`config.mk`:
```
export PLATFORM = sky130hd
export DESIGN_NAME = vga_capture
export DESIGN_NICKNAME = d
export VERILOG_FILES = /design/src/rtl/vga_pkg.sv /design/src/rtl/vga_in_sync.sv /design/src/rtl/vga_capture.sv
export SDC_FILE = /design/constraint.sdc
export NUM_CORES = 1
export LEC_CHECK = 0
export ABC_AREA = 1
export CAP_MARGIN = 10
export CELL_PAD_IN_SITES_DETAIL_PLACEMENT = 2
export CELL_PAD_IN_SITES_GLOBAL_PLACEMENT = 2
export CORE_MARGIN = 4
export CORE_UTILIZATION = 36
export CTS_CLUSTER_SIZE = 30
export DETAILED_ROUTE_END_ITERATION = 10
export PLACE_DENSITY_LB_ADDON = 0.15
export SYNTH_ARGS = -nofsm -noshare
export SYNTH_HDL_FRONTEND = slang
export SYNTH_SLANG_ARGS = --single-unit
```
`constraint.sdc`:
```
create_clock -name CLOCK_50 -period 2.3 [get_ports CLOCK_50]
set_input_delay 0.575 -clock CLOCK_50 [delete_from_list [all_inputs] [get_ports CLOCK_50]]
set_output_delay 0.575 -clock CLOCK_50 [all_outputs]
set_load 0.02 [all_outputs]
```
`src/rtl/vga_pkg.sv`:
```
// Shared constants and types for the video-input capture path.
package vga_pkg;

    localparam int unsigned H_ACTIVE = 200;
    localparam int unsigned V_ACTIVE = 600;
    localparam int unsigned FB_DEPTH = H_ACTIVE * V_ACTIVE;
    localparam int unsigned ADDR_W   = 17;

    typedef logic [23:0] pixel_t;

    typedef enum logic [1:0] {
        SEEK   = 2'd0,
        VSYNC  = 2'd1,
        ACTIVE = 2'd2
    } cap_state_e;

endpackage

```
`src/rtl/vga_in_sync.sv`:
```
// Brings the VGA input bundle into the CLOCK_50 domain and turns the
// incoming pixel clock into a one-cycle pixel strobe.
module vga_in_sync
    import vga_pkg::*;
(
    input  logic   CLOCK_50,
    input  logic   RESET_N,
    input  logic   VGA_CLK,
    input  logic   VGA_HS,
    input  logic   VGA_VS,
    input  logic   VGA_BLANK_N,
    input  pixel_t VGA_RGB,
    output logic   pix_stb,
    output logic   hs,
    output logic   vs,
    output logic   blank_n,
    output pixel_t rgb
);

    logic [27:0] s1_q;
    logic [27:0] s2_q;
    logic        clk_d_q;
    logic [26:0] dat_q;

    // Two-stage synchronizer, VGA_CLK edge detect, and a data register kept
    // in step with the strobe so the FSM sees the sample taken at the edge.
    always_ff @(posedge CLOCK_50 or negedge RESET_N) begin
        if (!RESET_N) begin
            s1_q    <= '0;
            s2_q    <= '0;
            clk_d_q <= 1'b0;
            pix_stb <= 1'b0;
            dat_q   <= '0;
        end else begin
            s1_q    <= {VGA_CLK, VGA_HS, VGA_VS, VGA_BLANK_N, VGA_RGB};
            s2_q    <= s1_q;
            clk_d_q <= s2_q[27];
            pix_stb <= s2_q[27] & ~clk_d_q;
            dat_q   <= s2_q[26:0];
        end
    end

    assign {hs, vs, blank_n, rgb} = dat_q;

endmodule

```
`src/rtl/vga_capture.sv`:
```
// Video-input writer: walks the active region of an incoming VGA stream and
// writes every active pixel into the framebuffer, reporting frame status.
module vga_capture #(
    parameter int unsigned H_ACTIVE = vga_pkg::H_ACTIVE,
    parameter int unsigned V_ACTIVE = vga_pkg::V_ACTIVE,
    parameter int unsigned ADDR_W   = vga_pkg::ADDR_W
) (
    input  logic              CLOCK_50,
    input  logic              RESET_N,
    input  logic              VGA_CLK,
    input  logic              VGA_HS,
    input  logic              VGA_VS,
    input  logic              VGA_BLANK_N,
    input  logic [7:0]        VGA_R,
    input  logic [7:0]        VGA_G,
    input  logic [7:0]        VGA_B,
    input  logic              capture_en,
    output logic              fb_we,
    output logic [ADDR_W-1:0] fb_addr,
    output logic [23:0]       fb_wdata,
    output logic              frame_done,
    output logic              frame_err,
    output logic              locked
);

    localparam logic [ADDR_W-1:0] H_A   = ADDR_W'(H_ACTIVE);
    localparam logic [ADDR_W-1:0] V_A   = ADDR_W'(V_ACTIVE);
    localparam logic [ADDR_W-1:0] X_MAX = ADDR_W'(H_ACTIVE + 1);
    localparam logic [ADDR_W-1:0] Y_MAX = ADDR_W'(V_ACTIVE + 1);

    logic            pix_stb;
    logic            unused_hs;
    logic            vs;
    logic            blank_n;
    vga_pkg::pixel_t rgb;

    vga_in_sync u_sync (
        .CLOCK_50    (CLOCK_50),
        .RESET_N     (RESET_N),
        .VGA_CLK     (VGA_CLK),
        .VGA_HS      (VGA_HS),
        .VGA_VS      (VGA_VS),
        .VGA_BLANK_N (VGA_BLANK_N),
        .VGA_RGB     ({VGA_R, VGA_G, VGA_B}),
        .pix_stb     (pix_stb),
        .hs          (unused_hs),
        .vs          (vs),
        .blank_n     (blank_n),
        .rgb         (rgb)
    );

    vga_pkg::cap_state_e state_q, state_d;
    logic [ADDR_W-1:0]   x_q, x_d;
    logic [ADDR_W-1:0]   y_q, y_d;
    logic [ADDR_W-1:0]   base_q, base_d;
    logic                err_q, err_d;
    logic                cap_q, cap_d;
    logic                seen_q, seen_d;
    logic                vs_prev_q, vs_prev_d;
    logic                bl_prev_q, bl_prev_d;
    logic                fb_we_d;
    logic [ADDR_W-1:0]   fb_addr_d;
    logic [23:0]         fb_wdata_d;
    logic                done_d;
    logic                ferr_d;
    logic                locked_d;
    logic                vs_rise, vs_fall, bl_fall;

    // State and output registers; vs_prev resets high so a VS already high at
    // release is not mistaken for a fresh frame start.
    always_ff @(posedge CLOCK_50 or negedge RESET_N) begin
        if (!RESET_N) begin
            state_q    <= vga_pkg::SEEK;
            x_q        <= '0;
            y_q        <= '0;
            base_q     <= '0;
            err_q      <= 1'b0;
            cap_q      <= 1'b0;
            seen_q     <= 1'b0;
            vs_prev_q  <= 1'b1;
            bl_prev_q  <= 1'b0;
            fb_we      <= 1'b0;
            fb_addr    <= '0;
            fb_wdata   <= '0;
            frame_done <= 1'b0;
            frame_err  <= 1'b0;
            locked     <= 1'b0;
        end else begin
            state_q    <= state_d;
            x_q        <= x_d;
            y_q        <= y_d;
            base_q     <= base_d;
            err_q      <= err_d;
            cap_q      <= cap_d;
            seen_q     <= seen_d;
            vs_prev_q  <= vs_prev_d;
            bl_prev_q  <= bl_prev_d;
            fb_we      <= fb_we_d;
            fb_addr    <= fb_addr_d;
            fb_wdata   <= fb_wdata_d;
            frame_done <= done_d;
            frame_err  <= ferr_d;
            locked     <= locked_d;
        end
    end

    // Next state: line close, then pixel write, then frame check on VS rise.
    always_comb begin
        state_d    = state_q;
        x_d        = x_q;
        y_d        = y_q;
        base_d     = base_q;
        err_d      = err_q;
        cap_d      = cap_q;
        seen_d     = seen_q;
        vs_prev_d  = vs_prev_q;
        bl_prev_d  = bl_prev_q;
        fb_we_d    = 1'b0;
        fb_addr_d  = fb_addr;
        fb_wdata_d = fb_wdata;
        done_d     = 1'b0;
        ferr_d     = 1'b0;
        locked_d   = locked;
        vs_rise    = vs & ~vs_prev_q;
        vs_fall    = ~vs & vs_prev_q;
        bl_fall    = ~blank_n & bl_prev_q;

        if (pix_stb) begin
            vs_prev_d = vs;
            bl_prev_d = blank_n;
            unique case (state_q)
                vga_pkg::SEEK: begin
                    if (vs_rise) begin
                        state_d = vga_pkg::VSYNC;
                        cap_d   = capture_en;
                    end
                end
                vga_pkg::VSYNC: begin
                    if (vs_fall) begin
                        state_d = vga_pkg::ACTIVE;
                        x_d     = '0;
                        y_d     = '0;
                        base_d  = '0;
                        err_d   = 1'b0;
                        seen_d  = 1'b0;
                    end
                end
                vga_pkg::ACTIVE: begin
                    if (bl_fall && seen_q) begin
                        if (x_q != H_A) begin
                            err_d = 1'b1;
                        end
                        x_d    = '0;
                        seen_d = 1'b0;
                        if (y_q < V_A) begin
                            base_d = base_q + H_A;
                        end
                        if (y_q < Y_MAX) begin
                            y_d = y_q + 1'b1;
                        end
                    end
                    if (blank_n) begin
                        seen_d = 1'b1;
                        if (y_q < V_A) begin
                            if (x_q < H_A) begin
                                if (cap_q) begin
                                    fb_we_d    = 1'b1;
                                    fb_addr_d  = base_q + x_q;
                                    fb_wdata_d = rgb;
                                end
                            end else begin
                                err_d = 1'b1;
                            end
                            if (x_q < X_MAX) begin
                                x_d = x_q + 1'b1;
                            end
                        end else begin
                            err_d = 1'b1;
                        end
                    end
                    if (vs_rise) begin
                        if (y_d == V_A && !err_d) begin
                            done_d   = cap_q;
                            locked_d = 1'b1;
                        end else begin
                            ferr_d   = 1'b1;
                            locked_d = 1'b0;
                        end
                        cap_d   = capture_en;
                        state_d = vga_pkg::VSYNC;
                    end
                end
                default: state_d = vga_pkg::SEEK;
            endcase
        end
    end

endmodule

```
# Word-level counts from Yosys, hierarchy flattened
# Cells that the tools add are included.
[classes] n_addsub=4 n_lt_le_gt_ge=4 n_eq_ne=9 muxes=44 bitwise_logic=8 reduce_logical=13
[op_table] op="17-bit two-way mux" count=11
[op_table] op="17-bit case mux with 2 select lines" count=3
[op_table] op="17-bit by 1-bit adder with 17-bit output, second input constant" count=2
[op_table] op="17-bit by 10-bit < comparator with 1-bit output, second input constant" count=2
[op_table] op="17-bit by 8-bit < comparator with 1-bit output, second input constant" count=2
[op_table] op="1-bit two-way mux" count=25
[op_table] op="17-bit adder" count=1
[op_table] op="17-bit by 8-bit adder with 17-bit output, second input constant" count=1
[op_table] op="17-bit by 10-bit equality test with 1-bit output, second input constant" count=1
[op_table] op="17-bit by 8-bit inequality test with 1-bit output, second input constant" count=1
[op_table] op="3-bit AND reduction" count=4
[op_table] op="2-bit inequality test, second input constant" count=3
[op_table] op="6-bit AND reduction" count=1
[op_table] op="5-bit AND reduction" count=1
[op_table] op="1-bit bitwise AND" count=4
[op_table] op="2-bit two-way mux" count=2
[op_table] op="1-bit NOT" count=4
[op_table] op="1-bit case mux with 2 select lines" count=2
[op_table] op="2-bit case mux with 2 select lines" count=1
[op_table] op="4-bit AND reduction" count=1
[op_table] op="3-bit by 2-bit inequality test with 1-bit output, second input constant" count=1
[op_table] op="2-bit by 1-bit equality test with 1-bit output, second input constant" count=1
[op_table] op="2-bit equality test, second input constant" count=1
[op_table] op="1-bit logical AND" count=2
[op_table] op="5 further kinds" count=5
[word_totals] register_bits=187 in_bits=31 output_inout_bits=45

# Longest topological paths before layout
# Gate-level depths: netlist (run 1).
[depth] word_depth=15 mapped_depth=15 mapped_depth_nobuf=15

# Modules after synthesis
# From an unflattened synthesis (run 1), not the netlist that was laid out.
[hier_totals] cells_unflattened=741 hier_area_um2=7516.0
[modules_own_cells] module="vga_capture" n_inst=1 cells_each=654 area_each_um2=5378.9 seq_area_each_um2=2503.7
[modules_own_cells] module="vga_in_sync" n_inst=1 cells_each=87 area_each_um2=2137.0 seq_area_each_um2=2127.0

# Least setup slack after synthesis (run 1)
# No wires, ideal clock.
[synth_path] path_type="register to register" from="register state_q[1]" to="register base_q[16]" setup_time_ns=0.133 arrival_time_ns=1.734 slack_ns=0.433 stages_incl_launch_ff=15 period_less_slack_ns=1.867 cell_sequence="dfrtp_1 -> inv_1 -> ha_1 -> inv_1 -> a21oi_1 -> nor2_1 -> nand2_1 -> nor2_8 -> nand2_4 -> nor3_4 -> nand2_2 -> nor2_4 -> nand2_1 -> xor2_1 -> nor2_1"
[synth_between] elab_chain_len=3 elab_cells_between_ends=8 classes_between="eq/ne: 5; mux: 1; reduce/logical: 2"
[synth_lines] item="from (decl)" line="vga_capture.sv:52" text="vga_pkg::cap_state_e state_q, state_d;"
[synth_lines] item="from (signal assigned)" line="vga_capture.sv:73" text="state_q <= vga_pkg::SEEK;"
[synth_lines] item="from (signal assigned)" line="vga_capture.sv:89" text="state_q <= state_d;"
[synth_lines] item="2-bit equality test or 2-bit by 1-bit equality test with 1-bit output (tied branches)" line="vga_capture.sv:131" text="unique case (state_q)"
[synth_lines] item="2-bit inequality test (no line) or 2-bit nonzero test (tied branches)"
[synth_lines] item="5-bit AND reduction (no line)"
[synth_lines] item="to (signal assigned)" line="vga_capture.sv:92" text="base_q <= base_d;"
[synth_lines] item="to (decl)" line="vga_capture.sv:55" text="logic [ADDR_W-1:0] base_q, base_d;"
# Several ways; a longest one is shown, not always the timed one.
# A chain may end at the register's enable or synchronous reset.

# Final worst setup path (run 1)
[layout_path] from="register state_q[0]" to="register base_q[13]"
# The elaborated chain is that of the path after synthesis.

==> impl_metrics.csv, run 1 <==
group,metric,value,unit
floorplanning,core,20400,um^2
hold_path,hp-class,"input port to asynchronous set/reset pin",
power,p_sw_frac,0.334,
worst_setup_path,crit_cells,14,
routing,route.detailed.wl_per_inst,18.3,um
global_route,grt_pass1_vias,6374,
run_status,outcome,"completed",
timing,post-route-period-util,0.957,
worst_setup_path,path_cells,"ha_1, inv_1, a21oi_1, nor2_1, nand2_2, nor2_8, nand2_8, nor2_4, nand2_2, nor2_4, nand2_1, clkinv_1, nand3b_1, a21oi_1",
power,switchingPower,0.00302,W
clock_network,clkSinkCount,182,
logic_synthesis,async_reset_ff_frac,1.00,
worst_setup_path,cp_max_fo,8,
logic_synthesis,synth.largest_area_cell,"dfrtp_1",
logic_synthesis,synthTopCellsByArea,"dfrtp_1, nand2_1, ha_1",
routing,viasPerCell,4.91,
clock_network,clock-root-buffer,"clkbuf_16",
placement,hpwlAfterDp,14900,um
logic_synthesis,netlist_area,7490,um^2
routing,drc,0,
floorplanning,die_h,152,um
routing,vias,5612,
global_route,grt_usage,0.186,
worst_setup_path,critPathArrivalTime,2.56,ns
power,seqPwrFrac,0.429,
clock_network,holdBufCountCts,0,
worst_setup_path,reg2reg_depth,14,
worst_setup_path,worstSetupPathType,"flip-flop to flip-flop",
logic_synthesis,ys_seq_elements,182,
timing,drv_slew,0,
routing,dr.first_iter.drc_count,258,
clock_network,cts_tree,"done",
clock_network,numCtsBuffers,17,
logic_synthesis,ys.flop_type,"dfrtp_1",
worst_setup_path,cp_slowest_cell,"dfrtp_1",
global_route,grt_pass1_wl,34800,um
layout,drive_gt1_frac,0.142,
logic_synthesis,synth_top_area_share,0.605,
placement,place_inst,1101,
logic_synthesis,yosys_warnings,0,
worst_setup_path,endpoint_kind,"flip-flop",
timing,tightest_slew,0.594,ns
logic_synthesis,avgSynthCellArea,9.95,um^2
timing,fin_crit,2.20,ns
clock_network,cts-htree-levels,4,
layout,fin_nets,911,
power,peakVddDrop,0.470,mV
layout,antenna_cells,0,
clock_network,cts_buffer_depth,2,
layout,fin_util,0.465,
logic_synthesis,syn_inst,752,
global_route,overflow,0,
placement,place_congestion,0.838,
timing,relSlewSlack,0.599,
timing,clock_skew,0.0175,ns
routing,drtPass1Iterations,4,
floorplanning,io-pin-count,76,
power,power,0.00904,W
power,clkPwrFrac,0.329,
timing,setup_ws,0.0978,ns
job,drv_cap,0,
power,pwr_density_cell,955,nW/um^2
power,p_comb_frac,0.243,
worst_setup_path,cp_top_family,"simple AND/OR/NAND/NOR gates",
worst_setup_path,crit_path_max_incr_delay,0.41,ns
routing,postRouteAntennaNets,0,
floorplanning,initial_utilization,0.368,
layout,layout.cells.non_filler,1142,
placement,dpl_worst_slack,0.0451,ns
floorplanning,rows,52,
timing,hold_viol,0,
floorplanning,dieArea,23200,um^2
routing,drt-total-wl,20800,um
floorplanning,die_x,152,um
global_route,grt_max_degree,49,
clock_network,path_clk_slew,0.08,ns
logic_synthesis,synth_edf_count,0,
timing,setup_viol,0,
worst_setup_path,worst-path-buf-inv,2,
worst_setup_path,required,2.66,ns
layout,area_delta_synth_final,26.4,%
worst_setup_path,startpoint_type,"flip-flop",
placement,portBuffers,74,
power,p_leak,4.43,nW
power,p_int,0.00602,W
logic_synthesis,synth_cell_types,46,
timing,maxClockFrequency,0.454,GHz
global_route,antenna_found_initial,0,
clock_network,clock_latency,0.44,ns
logic_synthesis,ys_seq_area_frac,0.609,
logic_synthesis,synth_nets,804,
-- logic make-up after synthesis --
| group | after synthesis | share of synthesized area |
|---|---|---|
| adders and majority gates | 21 | 0.0351 |
| and+or+nand+nor | 337 | 0.214 |
| buffers and inverters | 96 | 0.0498 |
| AOI/OAI and AO/OA | 104 | 0.0781 |
| DFF | 182 | 0.609 |
| xor gates and xnor gates | 12 | 0.0140 |
-- flip-flops by register name, indices dropped and copies added, names as in the netlist, 2 cells and up --
name / count
u_sync.s1_q: 27
u_sync.s2_q: 27
u_sync.dat_q: 26
fb_wdata: 24
fb_addr: 17
x_q: 17
y_q: 17
base_q: 14
state_q: 2
-- worst paths after layout --
kind | start | end | slack (ns)
setup / recovery | state_q[0]$_DFFE_PN0P_ | base_q[13]$_DFFE_PN0P_ | 0.1
hold / removal | RESET_N | fb_addr[14]$_DFFE_PN0P_ | 0.09
setup reg to reg | state_q[0]$_DFFE_PN0P_ | base_q[13]$_DFFE_PN0P_ | 0.1
hold reg to reg | u_sync.s1_q[18]$_DFF_PN0_ | u_sync.s2_q[18]$_DFF_PN0_ | 0.35
max in group asynchronous | RESET_N | u_sync.s1_q[19]$_DFF_PN0_ | 1.53
min in group CLOCK_50 | u_sync.s1_q[18]$_DFF_PN0_ | u_sync.s2_q[18]$_DFF_PN0_ | 0.35
-- what timing repair did --
action	CTS	global route
gates resized for setup	1	16
setup endpoints to repair	1	32
endpoints found under the hold margin	0	0
buffers inserted	0	9
pin swaps	0	6
-- routing by layer --
layer  wire (um)  GRT usage  share of wire  vias up
met3         540     0.0341          0.026       18
met1        8770      0.224           0.42     2876
met5           0          0              0        -
met4         261     0.0479          0.013        0
li1            -          -              -     2653
met2       11300      0.343           0.54       65
-- cells in the mapped netlist (2+ instances only) --
| cell | n |
|---|---|
| nand2_1 | 184 |
| xnor2_1 | 2 |
| a21oi_1 | 29 |
| o211ai_1 | 3 |
| nand2_2 | 8 |
| o21ai_0 | 20 |
| nand3_2 | 3 |
| nor2_8 | 3 |
| nor3_4 | 3 |
| nand4_1 | 16 |
| o22ai_1 | 7 |
| o21ai_1 | 28 |
| dfrtp_1 | 181 |
| nor4_1 | 2 |
| nor2_1 | 51 |
| xor2_1 | 10 |
| nor2_2 | 8 |
| nor2_4 | 3 |
| nand3b_1 | 2 |
| nand2_4 | 3 |
| inv_1 | 64 |
| buf_2 | 7 |
| o21a_1 | 6 |
| or2_2 | 3 |
| clkbuf_1 | 7 |
| ha_1 | 21 |
| nor3_1 | 13 |
| o21bai_1 | 3 |
| inv_2 | 13 |
| nand3_1 | 30 |
| clkinv_1 | 4 |
-- power groups by stage --
| stage | Combinational [W] | Clock [W] | Sequential [W] |
|---|---|---|---|
| 3_3_place_gp | 0.00200 | 0 | 0.00390 |
| 4_1_cts | 0.00215 | 0.00306 | 0.00389 |
| 2_1_floorplan | 0.000801 | 0 | 0.00417 |
| 5_1_grt | 0.00242 | 0.00323 | 0.00393 |
| 6_report | 0.00219 | 0.00297 | 0.00387 |
| 3_5_place_dp | 0.00211 | 0 | 0.00394 |
-- worst reg2reg max path: cells and delay by family (launching register included) --
kind | cells | cell delay [ns]
fa+ha+maj | 1 | 0.21
buf+inv | 2 | 0.14
flops | 1 | 0.41
simple gates | 9 | 1.18
compound gates | 2 | 0.19
-- cell usage in the layout, fill, tap and decap left out, types with 9 or more instances in the layout --
cell,synthesis,layout
ha_1,21,21
buf_4,1,23
inv_2,13,14
a21oi_1,29,26
inv_1,64,62
o21ai_0,20,19
clkbuf_16,0,17
nand4_1,16,16
nor2_1,51,50
nand3_1,30,30
o21ai_1,28,29
nor3_1,13,13
nand2_1,184,181
dfrtp_1,181,181
clkdlybuf4s50_1,0,73
nand2_2,8,11
xor2_1,10,9
-- final cells by class --
class                           instances  area (um^2)
Fill cell                            2123        10900
Timing Repair Buffer                  103         1030
Clock inverter                         14          180
Multi-Input combinational cell        474         2620
Tap cell                              270          338
Inverter                               81          308
Clock buffer                           18          439
Sequential cell                       182         4560
-- metrics by stage --
step                      hold WS [ns]  instance area, um^2  TNS, ns
after floorplan                  0.279                 7490        0
after global placement           0.332                 8710        0
after detailed placement         0.336                 8710        0
after CTS                        0.104                 9330        0
after global routing             0.115                 9460   -0.145
final                           0.0927                 9460        0
Note: power is estimated with default switching activity, not from simulation.
==> inputs of run 2 (changes only) <==
--- a/config.mk
+++ b/config.mk
@@ -6,11 +6,12 @@
 export NUM_CORES = 1
 export LEC_CHECK = 0
 export ABC_AREA = 1
-export CAP_MARGIN = 10
+export CAP_MARGIN = 5
 export CELL_PAD_IN_SITES_DETAIL_PLACEMENT = 2
 export CELL_PAD_IN_SITES_GLOBAL_PLACEMENT = 2
 export CORE_MARGIN = 4
 export CORE_UTILIZATION = 36
+export CTS_CLUSTER_DIAMETER = 150
 export CTS_CLUSTER_SIZE = 30
 export DETAILED_ROUTE_END_ITERATION = 10
 export PLACE_DENSITY_LB_ADDON = 0.15
==> results of run 2 <==
Final layout, timing and power as in run 1 (identical DEF).
